### config.mk
export PLATFORM = sky130hd
export DESIGN_NAME = reg_pipe
export DESIGN_NICKNAME = d
export VERILOG_FILES = /design/src/rtl/reg_pipe_pkg.sv /design/src/rtl/reg_pipe_stage.sv /design/src/rtl/reg_pipe.sv
export SDC_FILE = /design/constraint.sdc
export NUM_CORES = 1
export LEC_CHECK = 0
export BUFFER_PORTS_ARGS = -buffer_cell sky130_fd_sc_hd__buf_4
export CORE_MARGIN = 4
export CORE_UTILIZATION = 50
export DETAILED_ROUTE_END_ITERATION = 8
export HOLD_SLACK_MARGIN = 0.1
export PLACE_DENSITY = 0.73
export SLEW_MARGIN = 10
export SYNTH_ARGS = -nofsm -noshare
export SYNTH_HDL_FRONTEND = slang
export SYNTH_SLANG_ARGS = --single-unit
### constraint.sdc
create_clock -name clk -period 1.8 [get_ports clk]
set_clock_uncertainty 0.15 [all_clocks]
set_input_delay 0.09 -clock clk [delete_from_list [all_inputs] [get_ports clk]]
set_output_delay 0.09 -clock clk [all_outputs]
set_load 0.02 [all_outputs]
### src/rtl/reg_pipe_pkg.sv
// Shared defaults and helpers for the reg_pipe valid/data pipeline.
package reg_pipe_pkg;

    localparam int DEFAULT_WIDTH = 8;
    localparam int DEFAULT_DEPTH = 3;

    // Bits needed to represent a stage count in the range 0..depth.
    function automatic int cnt_width(input int depth);
        return $clog2(depth + 1);
    endfunction

endpackage

### src/rtl/reg_pipe_stage.sv
// One pipeline stage: a valid bit plus a data word.
// Define RESET_DATA_EN to make the data word resettable to RST_VAL.
module reg_pipe_stage
    import reg_pipe_pkg::*;
#(
    parameter int               WIDTH   = DEFAULT_WIDTH,
    parameter logic [WIDTH-1:0] RST_VAL = '0
) (
    input  logic             clk,
    input  logic             reset,
    input  logic             en,
    input  logic             flush,
    input  logic             valid_d,
    input  logic [WIDTH-1:0] data_d,
    output logic             valid_q,
    output logic [WIDTH-1:0] data_q
);

    logic             valid_reg;
    logic [WIDTH-1:0] data_reg;

    always_ff @(posedge clk) begin
        if (reset) begin
            valid_reg <= 1'b0;
        end else if (flush) begin
            valid_reg <= 1'b0;
        end else if (en) begin
            valid_reg <= valid_d;
        end
    end

    // Flush only kills the qualifier; data keeps following the enable.
`ifdef RESET_DATA_EN
    always_ff @(posedge clk) begin
        if (reset) begin
            data_reg <= RST_VAL;
        end else if (en) begin
            data_reg <= data_d;
        end
    end
`else
    always_ff @(posedge clk) begin
        if (en) begin
            data_reg <= data_d;
        end
    end

    logic unused_rst_val;
    assign unused_rst_val = ^RST_VAL;
`endif

    assign valid_q = valid_reg;
    assign data_q  = data_reg;

endmodule

### src/rtl/reg_pipe.sv
// DEPTH-stage enabled register pipeline with valid tracking, flush and occupancy count.
// Define RESET_DATA_EN to reset the data registers to RST_VAL as well.
module reg_pipe
    import reg_pipe_pkg::*;
#(
    parameter int               WIDTH   = DEFAULT_WIDTH,
    parameter int               DEPTH   = DEFAULT_DEPTH,
    parameter logic [WIDTH-1:0] RST_VAL = '0
) (
    input  logic                         clk,
    input  logic                         reset,
    input  logic                         en_i,
    input  logic                         flush_i,
    input  logic                         valid_i,
    input  logic [WIDTH-1:0]             d_i,
    output logic                         valid_o,
    output logic [WIDTH-1:0]             q_o,
    output logic [cnt_width(DEPTH)-1:0]  count_o
);

    localparam int CW = cnt_width(DEPTH);

    // Index 0 is the pipeline input, index DEPTH the last stage output.
    logic [DEPTH:0]   valid_chain;
    logic [WIDTH-1:0] data_chain [DEPTH+1];

    assign valid_chain[0] = valid_i;
    assign data_chain[0]  = d_i;

    generate
        for (genvar gi = 0; gi < DEPTH; gi++) begin : g_stage
            reg_pipe_stage #(
                .WIDTH   (WIDTH),
                .RST_VAL (RST_VAL)
            ) u_stage (
                .clk     (clk),
                .reset   (reset),
                .en      (en_i),
                .flush   (flush_i),
                .valid_d (valid_chain[gi]),
                .data_d  (data_chain[gi]),
                .valid_q (valid_chain[gi+1]),
                .data_q  (data_chain[gi+1])
            );
        end
    endgenerate

    logic [CW-1:0] count_reg;
    logic [CW-1:0] count_next;

    // Incremental update: one entry leaves the tail, one may enter the head.
    always_comb begin
        count_next = count_reg;
        if (flush_i) begin
            count_next = '0;
        end else if (en_i) begin
            count_next = count_reg - CW'(valid_chain[DEPTH]) + CW'(valid_i);
        end
    end

    always_ff @(posedge clk) begin
        if (reset) begin
            count_reg <= '0;
        end else begin
            count_reg <= count_next;
        end
    end

    assign valid_o = valid_chain[DEPTH];
    assign q_o     = data_chain[DEPTH];
    assign count_o = count_reg;

endmodule

; ---- Yosys cells after proc, flatten, opt, wreduce, memory -nomap -nowiden
; Cells that the tools add are included.
[classes]
n_addsub = 2
reduce_logical = 1
[ops]
columns = operator, count
row1 = adder 2 x 1 -> 2 bit, 1
row2 = OR reduction 2 bit, 1
row3 = subtractor 2 x 1 -> 2 bit, 1
[word_totals]
register_bits = 29
inputBits = 13
output_inout_bits = 11
elab_cells = 10

; ---- Logic depth before layout (Yosys ltp)
[logic_depth]
depth_word = 2
mapped_depth = 7
mapped_depth_nobuf = 7

; ---- Modules after synthesis
; From an unflattened synthesis, not the netlist that was laid out.
[unflattened]
cells_unflattened = 46
area_unflattened_um2 = 969.7
[by_module_without_submodules]
columns = mod, n_inst, cells_per_inst, area_each_um2, seq_area_each_um2
row1 = reg_pipe_stage, 3, 11, 280.3, 260.2
row2 = reg_pipe, 1, 13, 128.9, 40.0

; ---- Worst setup path before layout
; No wires, ideal clock.
[synth_timing]
path_type = register to register
from = register count_reg[0] (netlist: count_o[0])
to = register count_reg[1] (netlist: count_o[1])
setup_ns = 0.059
arrival_ns = 1.603
t_required_ns = 1.591
path_slack_ns = -0.012
path_stages_with_launch = 8
path_buffers = 0
period_less_slack_ns = 1.812
path_cell_list = dfxtp_1 -> inv_1 -> ha_1 -> inv_1 -> ha_1 -> xor2_1 -> a2111oi_2 -> a31o_1
[synth_between]
elab_chain_len = 2
[synth_lines]
columns = element, line
row1 = "start, declared", reg_pipe.sv:48  ; logic [CW-1:0] count_reg;
row2 = "start signal, assigned", reg_pipe.sv:65  ; count_reg <= count_next;
row3 = subtractor 2 x 1 -> 2 bit, reg_pipe.sv:57  ; count_next = count_reg - CW'(valid_chain[DEPTH]) + CW'(valid_i);
row4 = adder 2 x 1 -> 2 bit, reg_pipe.sv:57
; Every way passes these cells.
; A chain may end at the register's enable or synchronous reset.

; ---- Final worst setup path
; Ends and elaborated chain as after synthesis.

==> impl_metrics.toml <==
[outcome]
outcome = "finished, final reports clean"

[final_layout]
antenna_cells = 0
drive_gt1_share_pct = 37.1
fin_cells = 116
syn_to_final_growth_pct = 34.5
n_fill_cell = 132
final_nets = 103

[placed_design]
io_buffers = 23
place_inst = 96
dpl.hpwl_um = 770
gp_congestion = 0.589

[sta]
rsz0062_at_grt = "false"
setup_violations = 0
clock.fmax_mhz = 592
worst_pin_slew_ns = 0.364
fin_crit_sh_pct = 93.8
finalMaxSlewViolations = 0
finalSetupTns_ns = 0
min_period_ns = 1.69
hold_viol_final = 0
max_slew_margin_pct = 75.8

[grt]
grt.total_usage_pct = 12.1
grt_pass1_vias = 505
top_usage_layer = "met2"
grt_util_met3_pct = 6.76
met2_usage_pct = 18.8
grtUsageMet1_pct = 12.5
antenna_found_initial = 0
grt_pass1_wl_um = 2170
grt_max_degree = 31
overflow = 0

[synth]
syn_area_per_cell_um2 = 18.5
synth_fp_nets = 70
yosysSeqAreaShare_pct = 80.5
synthCells = 55
ys_ff_latch = 29
yosys_warnings = 0
synthDistinctLibCells = 11
mappedNetlistArea_um2 = 1020

[route]
wl_per_cell_um = 11.8
drt_first_pass_iters = 4
wl_um = 1370
avgViaCountPerCell = 4.42
drtAntennaViolNets = 0
drtIter0Drc = 11
drc = 0
via_count = 513

[power_and_ir_drop]
p_leak_nw = 0.548
p_per_area_nw_per_um2 = 1050
vdd_ir_drop_max_mv = 0.780

[floorplan]
row_count = 16
die_h_um = 53.2
die_w_um = 53.2
initial_utilization_pct = 52.5
dieArea_um2 = 2830
design.core.area_um2 = 1940
boundaryPins = 24

[clock_network]
numCtsBuffers = 5
root_buffer = "clkbuf_4"
cts_setup_buffers = 0
insertion_delay_ns = 0.33
htree_levels = 2
cts.sinks = 29
clkTransAtPathRegs_ns = 0.09
cts_tree = "done"
cts.path.max_buffers = 2

[setup_path]
cp_max_fo = 3
crit_required_ns = 1.92
crit_path_end_kind = "flip-flop"
crit_type = "flip-flop to flip-flop"
worstPathArrival_ns = 1.81
startpoint_type = "flip-flop"

[hold_path]
min_path_type = "flip-flop to flip-flop"

[flow_run]
maxCapViolations = 0
-- cell families after synthesis --
logic type	synth area share, %
compound gates	2.33
xor+xnor	0.859
fa+ha+maj	2.45
buf+inv	7.48
flops	80.5
mux	3.93
simple gates	2.45
-- flip-flops by register name (all words and copies together), names as in the netlist --
signal,flops
g_stage.u_stage.data_q,24
g_stage.u_stage.valid_q,3
count_o,2
-- final timing paths --
kind | slack, ns | start | to | depth (start not counted)
max | 0.11 | count_o[0] | count_o[1] | 7
max reg2reg | 0.11 | count_o[0] | count_o[1] | 7
min | 0.27 | g_stage[0].u_stage.data_q[6] | g_stage[1].u_stage.data_q[6] | 0
min reg2reg | 0.27 | g_stage[0].u_stage.data_q[6] | g_stage[1].u_stage.data_q[6] | 0
-- through the flow --
step	util [%]	setup WS, ns	hold slack (ns)	power [mW]	cell area, um^2
final	70.6	0.112	0.274	1.43	1370
after global routing	70.6	0.0270	0.284	1.50	1370
after CTS	70.6	0.0455	0.275	1.45	1370
after detailed placement	59.9	0.0648	0.119	0.876	1160
after global placement	59.9	0.133	0.119	0.872	1160
after floorplan	-	0.0653	0.00936	0.836	1020
-- Yosys cell counts (all sizes together) --
master | instances | area share [%]
edfxtp | 24 | 71
buf | 9 | 6.4
dfxtp | 5 | 9.8
nor3 | 5 | 2.5
mux2i | 4 | 3.9
inv | 3 | 1.1
ha | 2 | 2.5
a2111oi | 1 | 1.5
a31o | 1 | 0.86
xor2 | 1 | 0.86
-- cells in the final DEF (no fill, tap or decap) --
| cell | count |
|---|---|
| edfxtp_1 | 24 |
| buf_4 | 23 |
| dlygate4sd3_1 | 12 |
| nor3_1 | 5 |
| clkbuf_4 | 5 |
| mux2i_1 | 4 |
| dfxtp_1 | 4 |
| inv_1 | 3 |
| ha_1 | 2 |
| xor2_1 | 1 |
| a2111oi_2 | 1 |
| a31o_1 | 1 |
| clkbuf_8 | 1 |
| clkinvlp_4 | 1 |
| bufinv_16 | 1 |
| dfxtp_2 | 1 |
-- layer usage --
layer / share of wire [%] / vias up
li1: - / 260
met1: 40 / 224
met2: 50 / 25
met3: 8.0 / 4
met4: 2.3 / 0
met5: 0 / -
-- critical path: stages (launching register included) --
cell       delay (ns)
dfxtp_2          0.35
inv_1            0.05
ha_1             0.26
inv_1            0.04
ha_1             0.17
xor2_1           0.18
a2111oi_2        0.30
a31o_1           0.14
-- layout make-up --
| cell class | count | area, um^2 | area share [%] |
|---|---|---|---|
| well taps | 27 | 33.8 | 2.46 |
| inverters | 3 | 11.3 | 0.821 |
| clock inverters | 2 | 37.5 | 2.74 |
| clock buffers | 6 | 51.3 | 3.74 |
| multi-input cells | 14 | 123 | 8.94 |
| repair buffers | 35 | 293 | 21.4 |
| flip-flops and latches | 29 | 822 | 59.9 |
-- what timing repair did --
action	CTS	global route
gates resized for setup	0	0
hold endpoints to repair	37	0
endpoints found under the setup margin	0	1
hold buffers	12	0
-- where the power goes --
group	switching, mW	internal, mW
Combinational	0.0471	0.0531
Sequential	0.00912	0.772
Clock	0.224	0.330
Total	0.280	1.15
Power figures use the tool's default switching activity.
